**config.mk**
```make
export PLATFORM = sky130hd
export DESIGN_NAME = ifns_enc_arb
export DESIGN_NICKNAME = d
export VERILOG_FILES = /design/src/rtl/ifns_enc_arb.sv
export SDC_FILE = /design/constraint.sdc
export NUM_CORES = 1
export LEC_CHECK = 0
export ABC_CLOCK_PERIOD_IN_PS = 1900
export BUFFER_PORTS_ARGS = -buffer_cell sky130_fd_sc_hd__buf_2
export CORE_ASPECT_RATIO = 1.75
export CORE_MARGIN = 5
export CORE_UTILIZATION = 40
export DETAILED_ROUTE_END_ITERATION = 8
export PLACE_DENSITY = 0.69
export SLEW_MARGIN = 20
export SYNTH_ARGS = -nofsm -noshare
export SYNTH_HDL_FRONTEND = slang
export SYNTH_SLANG_ARGS = --single-unit
```
**constraint.sdc**
```tcl
create_clock -name clock -period 1.9 [get_ports clock]
set_input_delay 0.095 -clock clock [delete_from_list [all_inputs] [get_ports clock]]
set_output_delay 0.095 -clock clock [all_outputs]
set_load 0.005 [all_outputs]
```
**src/rtl/ifns_enc_arb.sv**
```systemverilog
// Two-requester round-robin arbiter feeding an IFNS 17-bit encoder with a one-entry output register.
// Optional per-requester accept counters are built when IFNS_ENC_ARB_STATS_EN is defined.

module encoderIFNS_17di_core (
    input  logic [16:0] data,
    output logic [23:0] code
);

    // Positional code: check bits at 1,2,4,8,16; data fills the other slots 3..22;
    // bit 23 is inverted data parity and bit 24 is even parity over bits 1..23.
    function automatic logic [23:0] ifns_encode(input logic [16:0] d);
        logic [23:0] c;
        logic        par;
        int          k;
        c = 24'd0;
        k = 0;
        for (int p = 1; p <= 22; p++) begin
            if ((p & (p - 32'sd1)) != 32'sd0) begin
                c[p-1] = d[k];
                k      = k + 32'sd1;
            end
        end
        for (int b = 0; b < 5; b++) begin
            par = 1'b0;
            for (int p = 1; p <= 22; p++) begin
                if (((p >> b) & 32'sd1) != 32'sd0) begin
                    par = par ^ c[p-1];
                end
            end
            c[(32'sd1 << b) - 32'sd1] = par;
        end
        c[22] = ~(^d);
        c[23] = ^c[22:0];
        return c;
    endfunction

    // Pure combinational encode of the presented dataword
    always_comb begin
        code = ifns_encode(data);
    end

endmodule

module ifns_enc_arb (
    input  logic        clock,
    input  logic        rst_n,
    input  logic        en,
    input  logic        s0_valid,
    input  logic [16:0] s0_data,
    output logic        s0_ready,
    input  logic        s1_valid,
    input  logic [16:0] s1_data,
    output logic        s1_ready,
    output logic        m_valid,
    output logic [23:0] m_code,
    output logic        m_src,
    input  logic        m_ready
`ifdef IFNS_ENC_ARB_STATS_EN
    ,
    input  logic        cnt_clr,
    output logic [15:0] cnt0,
    output logic [15:0] cnt1
`endif
);

    localparam logic [0:0] EMPTY = 1'b0;
    localparam logic [0:0] FULL  = 1'b1;

    logic [0:0]  state_r;
    logic        last_r;
    logic [23:0] m_code_r;
    logic        m_src_r;
    logic        grant_s;
    logic        accept_s;
    logic [16:0] sel_data_s;
    logic [23:0] enc_code_s;

    // Round-robin grant: on contention the requester that did not win last time goes next
    always_comb begin
        grant_s = 1'b0;
        if (s0_valid && s1_valid) begin
            grant_s = ~last_r;
        end else if (s1_valid) begin
            grant_s = 1'b1;
        end else begin
            grant_s = 1'b0;
        end
    end

    // rst_n gates accept so no ready is shown while the block is held in reset
    assign accept_s   = rst_n & en & ((state_r == EMPTY) | m_ready) & (s0_valid | s1_valid);
    assign sel_data_s = grant_s ? s1_data : s0_data;
    assign s0_ready   = accept_s & ~grant_s;
    assign s1_ready   = accept_s & grant_s;

    encoderIFNS_17di_core u_core (
        .data (sel_data_s),
        .code (enc_code_s)
    );

    // Output register, FSM and round-robin pointer; accept wins over drain for no-bubble replace
    always_ff @(posedge clock or negedge rst_n) begin
        if (!rst_n) begin
            state_r  <= EMPTY;
            last_r   <= 1'b1;
            m_code_r <= 24'd0;
            m_src_r  <= 1'b0;
        end else begin
            case (state_r)
                EMPTY: begin
                    if (accept_s) begin
                        state_r  <= FULL;
                        last_r   <= grant_s;
                        m_code_r <= enc_code_s;
                        m_src_r  <= grant_s;
                    end
                end
                FULL: begin
                    if (accept_s) begin
                        last_r   <= grant_s;
                        m_code_r <= enc_code_s;
                        m_src_r  <= grant_s;
                    end else if (m_ready) begin
                        state_r <= EMPTY;
                    end
                end
                default: begin
                    state_r <= EMPTY;
                end
            endcase
        end
    end

    assign m_valid = (state_r == FULL);
    assign m_code  = m_code_r;
    assign m_src   = m_src_r;

`ifdef IFNS_ENC_ARB_STATS_EN
    logic [15:0] cnt0_r;
    logic [15:0] cnt1_r;

    // Saturating per-requester accept counters; clear has priority over counting
    always_ff @(posedge clock or negedge rst_n) begin
        if (!rst_n) begin
            cnt0_r <= 16'd0;
            cnt1_r <= 16'd0;
        end else if (cnt_clr) begin
            cnt0_r <= 16'd0;
            cnt1_r <= 16'd0;
        end else begin
            if (s0_ready && (cnt0_r != 16'hFFFF)) begin
                cnt0_r <= cnt0_r + 16'd1;
            end
            if (s1_ready && (cnt1_r != 16'hFFFF)) begin
                cnt1_r <= cnt1_r + 16'd1;
            end
        end
    end

    assign cnt0 = cnt0_r;
    assign cnt1 = cnt1_r;
`endif

endmodule

```
==> out/metrics.cfg <==
[setup_path]
start_kind=flip-flop
path_class=reg2reg
crit_chain=nand2_1, and2_1, o21ai_0, xnor3_1, o21ai_1
slowest_delay_ns=0.54
critPathMaxFanout=5
cp-end-kind=flip-flop
cp_top_family=flip-flops
slowest_stage=dfstp_2
worst-path-buf-inv=0
worst-endpoint-arrival_ns=2.00
critical_path_required_ns=2.11

[synthesis]
ys_dominant_reg_cell=dfrtp_1
syn_area_mm2=0.00193
synthArstFlopShare=1.00
synth_top_area_frac=0.338
syn_nets=247
ys_types=24
synth_area_leaders=dfrtp_1 34%, xnor2_1 17%, nand2_1 9.9%
synth_common_cells=51 x nand2_1, 38 x xnor2_1, 26 x dfrtp_1
synth-edff-count=0
syn_avg_cell_area_um2=9.30
synth_seq_cells=27
netlist_instances=207
yosysTopAreaCell=dfrtp_1
synth_warnings=0
yosysMostFrequentCell=nand2_1
seq_area_frac_synth=0.352

[pwr]
powerDensity_mw_per_mm2=892
peakVddDrop_mv=0.546
p_total_mw=2.31
leakage_nw=1.31

[floorplanning]
chipWidth_um=62.5
pin_count=68
rows=33
die_area_mm2=0.00636
die_h_um=102
initial_core_util=0.413
coreArea_mm2=0.00467

[final_layout]
multi_input_area_mm2=0.00122
areaGrowthSynthToFinish_pct=34.7
num_antenna_cells=0
nFillCells=447
finalNonFillerCells=353
drive_above_1_share=0.355
fin_util=0.556
seq_area_um2=677
layout.nets=342

[clock_network]
cts_tree=built
cts_sinks=27
cts_buffers=3
cts_max_path_buffers=2
cts_setup_buffers=0
htree_levels=1
path_clk_slew_ns=0.09
clock_latency_ns=0.28
cts_root_buf=clkbuf_8

[routing]
routed_wl_um=5220
drc=0
antenna_left=0
num_vias=1759
wl_per_cell_um=14.8
drt_iter0_drc=37
firstDrtPassIters=4
viasPerCell=4.98

[grt]
grt_pass1_vias=1886
grt-ovfl-total=0
grt_antenna_before_repair=0
grtUsageTotal=0.170
grt_max_degree=37
grt_pass1_wl_um=8600

[job]
cap_violations=0

[place]
dp_hpwl_um=4370
gp_congestion=0.838
io_buffers=67
placedCellCount=348

[worst_hold_path]
holdCritPathClass=in2reg

[sta]
fin_crit_sh=0.942
slew_violations=0
timing.hold.ws_ns=0.0764
rsz0062_at_grt=false
tightest_slew_ns=0.364
hold_violations=0
post-route-min-period_ns=1.79
clock_skew_ns=0.00178
relSlewSlack=0.757
fmax_mhz=559
setup_tns_ns=0
setup_violations=0

[outcome]
status=complete, no violations

==> timing repair <==
| item | CTS | global route |
|---|---|---|
| hold buffers | 1 | 0 |
| resized for setup | 0 | 1 |
| endpoints found under the setup margin | 0 | 1 |
| endpoints found under the hold margin | 12 | 0 |
==> power breakdown <==
| group | leakage [nW] | switching (mW) | internal [mW] |
|---|---|---|---|
| logic | 0.973 | 0.523 | 0.665 |
| clock network | 0.0228 | 0.183 | 0.151 |
| registers | 0.312 | 0.0702 | 0.722 |
==> cell families (layout without fill, tap and decap cells) <==
family | Yosys count | after routing | share of synthesized area
buffers and inverters | 10 | 104 | 0.0195
flip-flops | 27 | 27 | 0.352
AO/OA/AOI/OAI | 30 | 30 | 0.0968
multiplexers | 3 | 3 | 0.0156
AND/OR/NAND/NOR | 75 | 75 | 0.149
XOR/XNOR | 62 | 62 | 0.367
==> registers in the layout, indices dropped and copies added, names as in the netlist <==
signal / flops
m_code: 24
m_valid: 1
m_src: 1
last_r: 1
==> path summary, 6_finish.rpt <==
| check | to | startpoint | slack [ns] | cells after the start |
|---|---|---|---|---|
| hold / removal | m_code[8] | s1_data[4] | 0.08 | 3 |
| hold reg to reg | m_code[1] | m_code[1] | 0.47 | 2 |
| min in group asynchronous | m_valid | rst_n | 0.23 | 2 |
| setup / recovery | m_code[23] | last_r | 0.11 | 5 |
| max in group asynchronous | last_r | rst_n | 1.14 | 3 |
| setup reg to reg | m_code[23] | last_r | 0.11 | 5 |
==> final cells by class <==
type,count,share of cell area
multi-input cells,170,0.470
repair buffers,100,0.227
flip-flops and latches,27,0.261
well taps,52,0.0251
clock buffers,4,0.0174
==> per-layer routing <==
| layer | track usage | up-vias | share of wire | routed length [um] |
|---|---|---|---|---|
| met2 | 0.337 | 64 | 0.56 | 2900 |
| met4 | 0.0850 | 0 | 0.029 | 153 |
| met1 | 0.165 | 815 | 0.35 | 1840 |
| met3 | 0.0289 | 13 | 0.064 | 332 |
| met5 | 0 | - | 0 | 0 |
| li1 | - | 867 | - | - |
==> worst register-to-register path: stages (launching register included) <==
cell	delay [ns]
dfstp_2	0.54
nand2_1	0.06
and2_1	0.22
o21ai_0	0.33
xnor3_1	0.46
o21ai_1	0.13
==> metrics by stage <==
stage | setup WS [ns] | area (um2)
final | 0.111 | 2590
after global routing | 0.0327 | 2590
after CTS | 0.0813 | 2590
after detailed placement | -0.126 | 2540
after global placement | -0.0849 | 2540
after floorplan | 0.0605 | 1930
==> layout by cell type, fill, tap and decap left out, types with 3 or more instances in the layout <==
| master | synthesis | routed |
|---|---|---|
| dfrtp_1 | 26 | 26 |
| xnor3_1 | 8 | 8 |
| mux2i_1 | 3 | 3 |
| xor2_1 | 12 | 11 |
| buf_2 | 0 | 66 |
| nand2_1 | 51 | 51 |
| o21ai_0 | 6 | 6 |
| clkbuf_8 | 0 | 3 |
| a31oi_1 | 17 | 17 |
| xnor2_1 | 38 | 38 |
| buf_4 | 0 | 32 |
| nor2_1 | 21 | 21 |
Note: power is estimated with default switching activity, not from simulation.
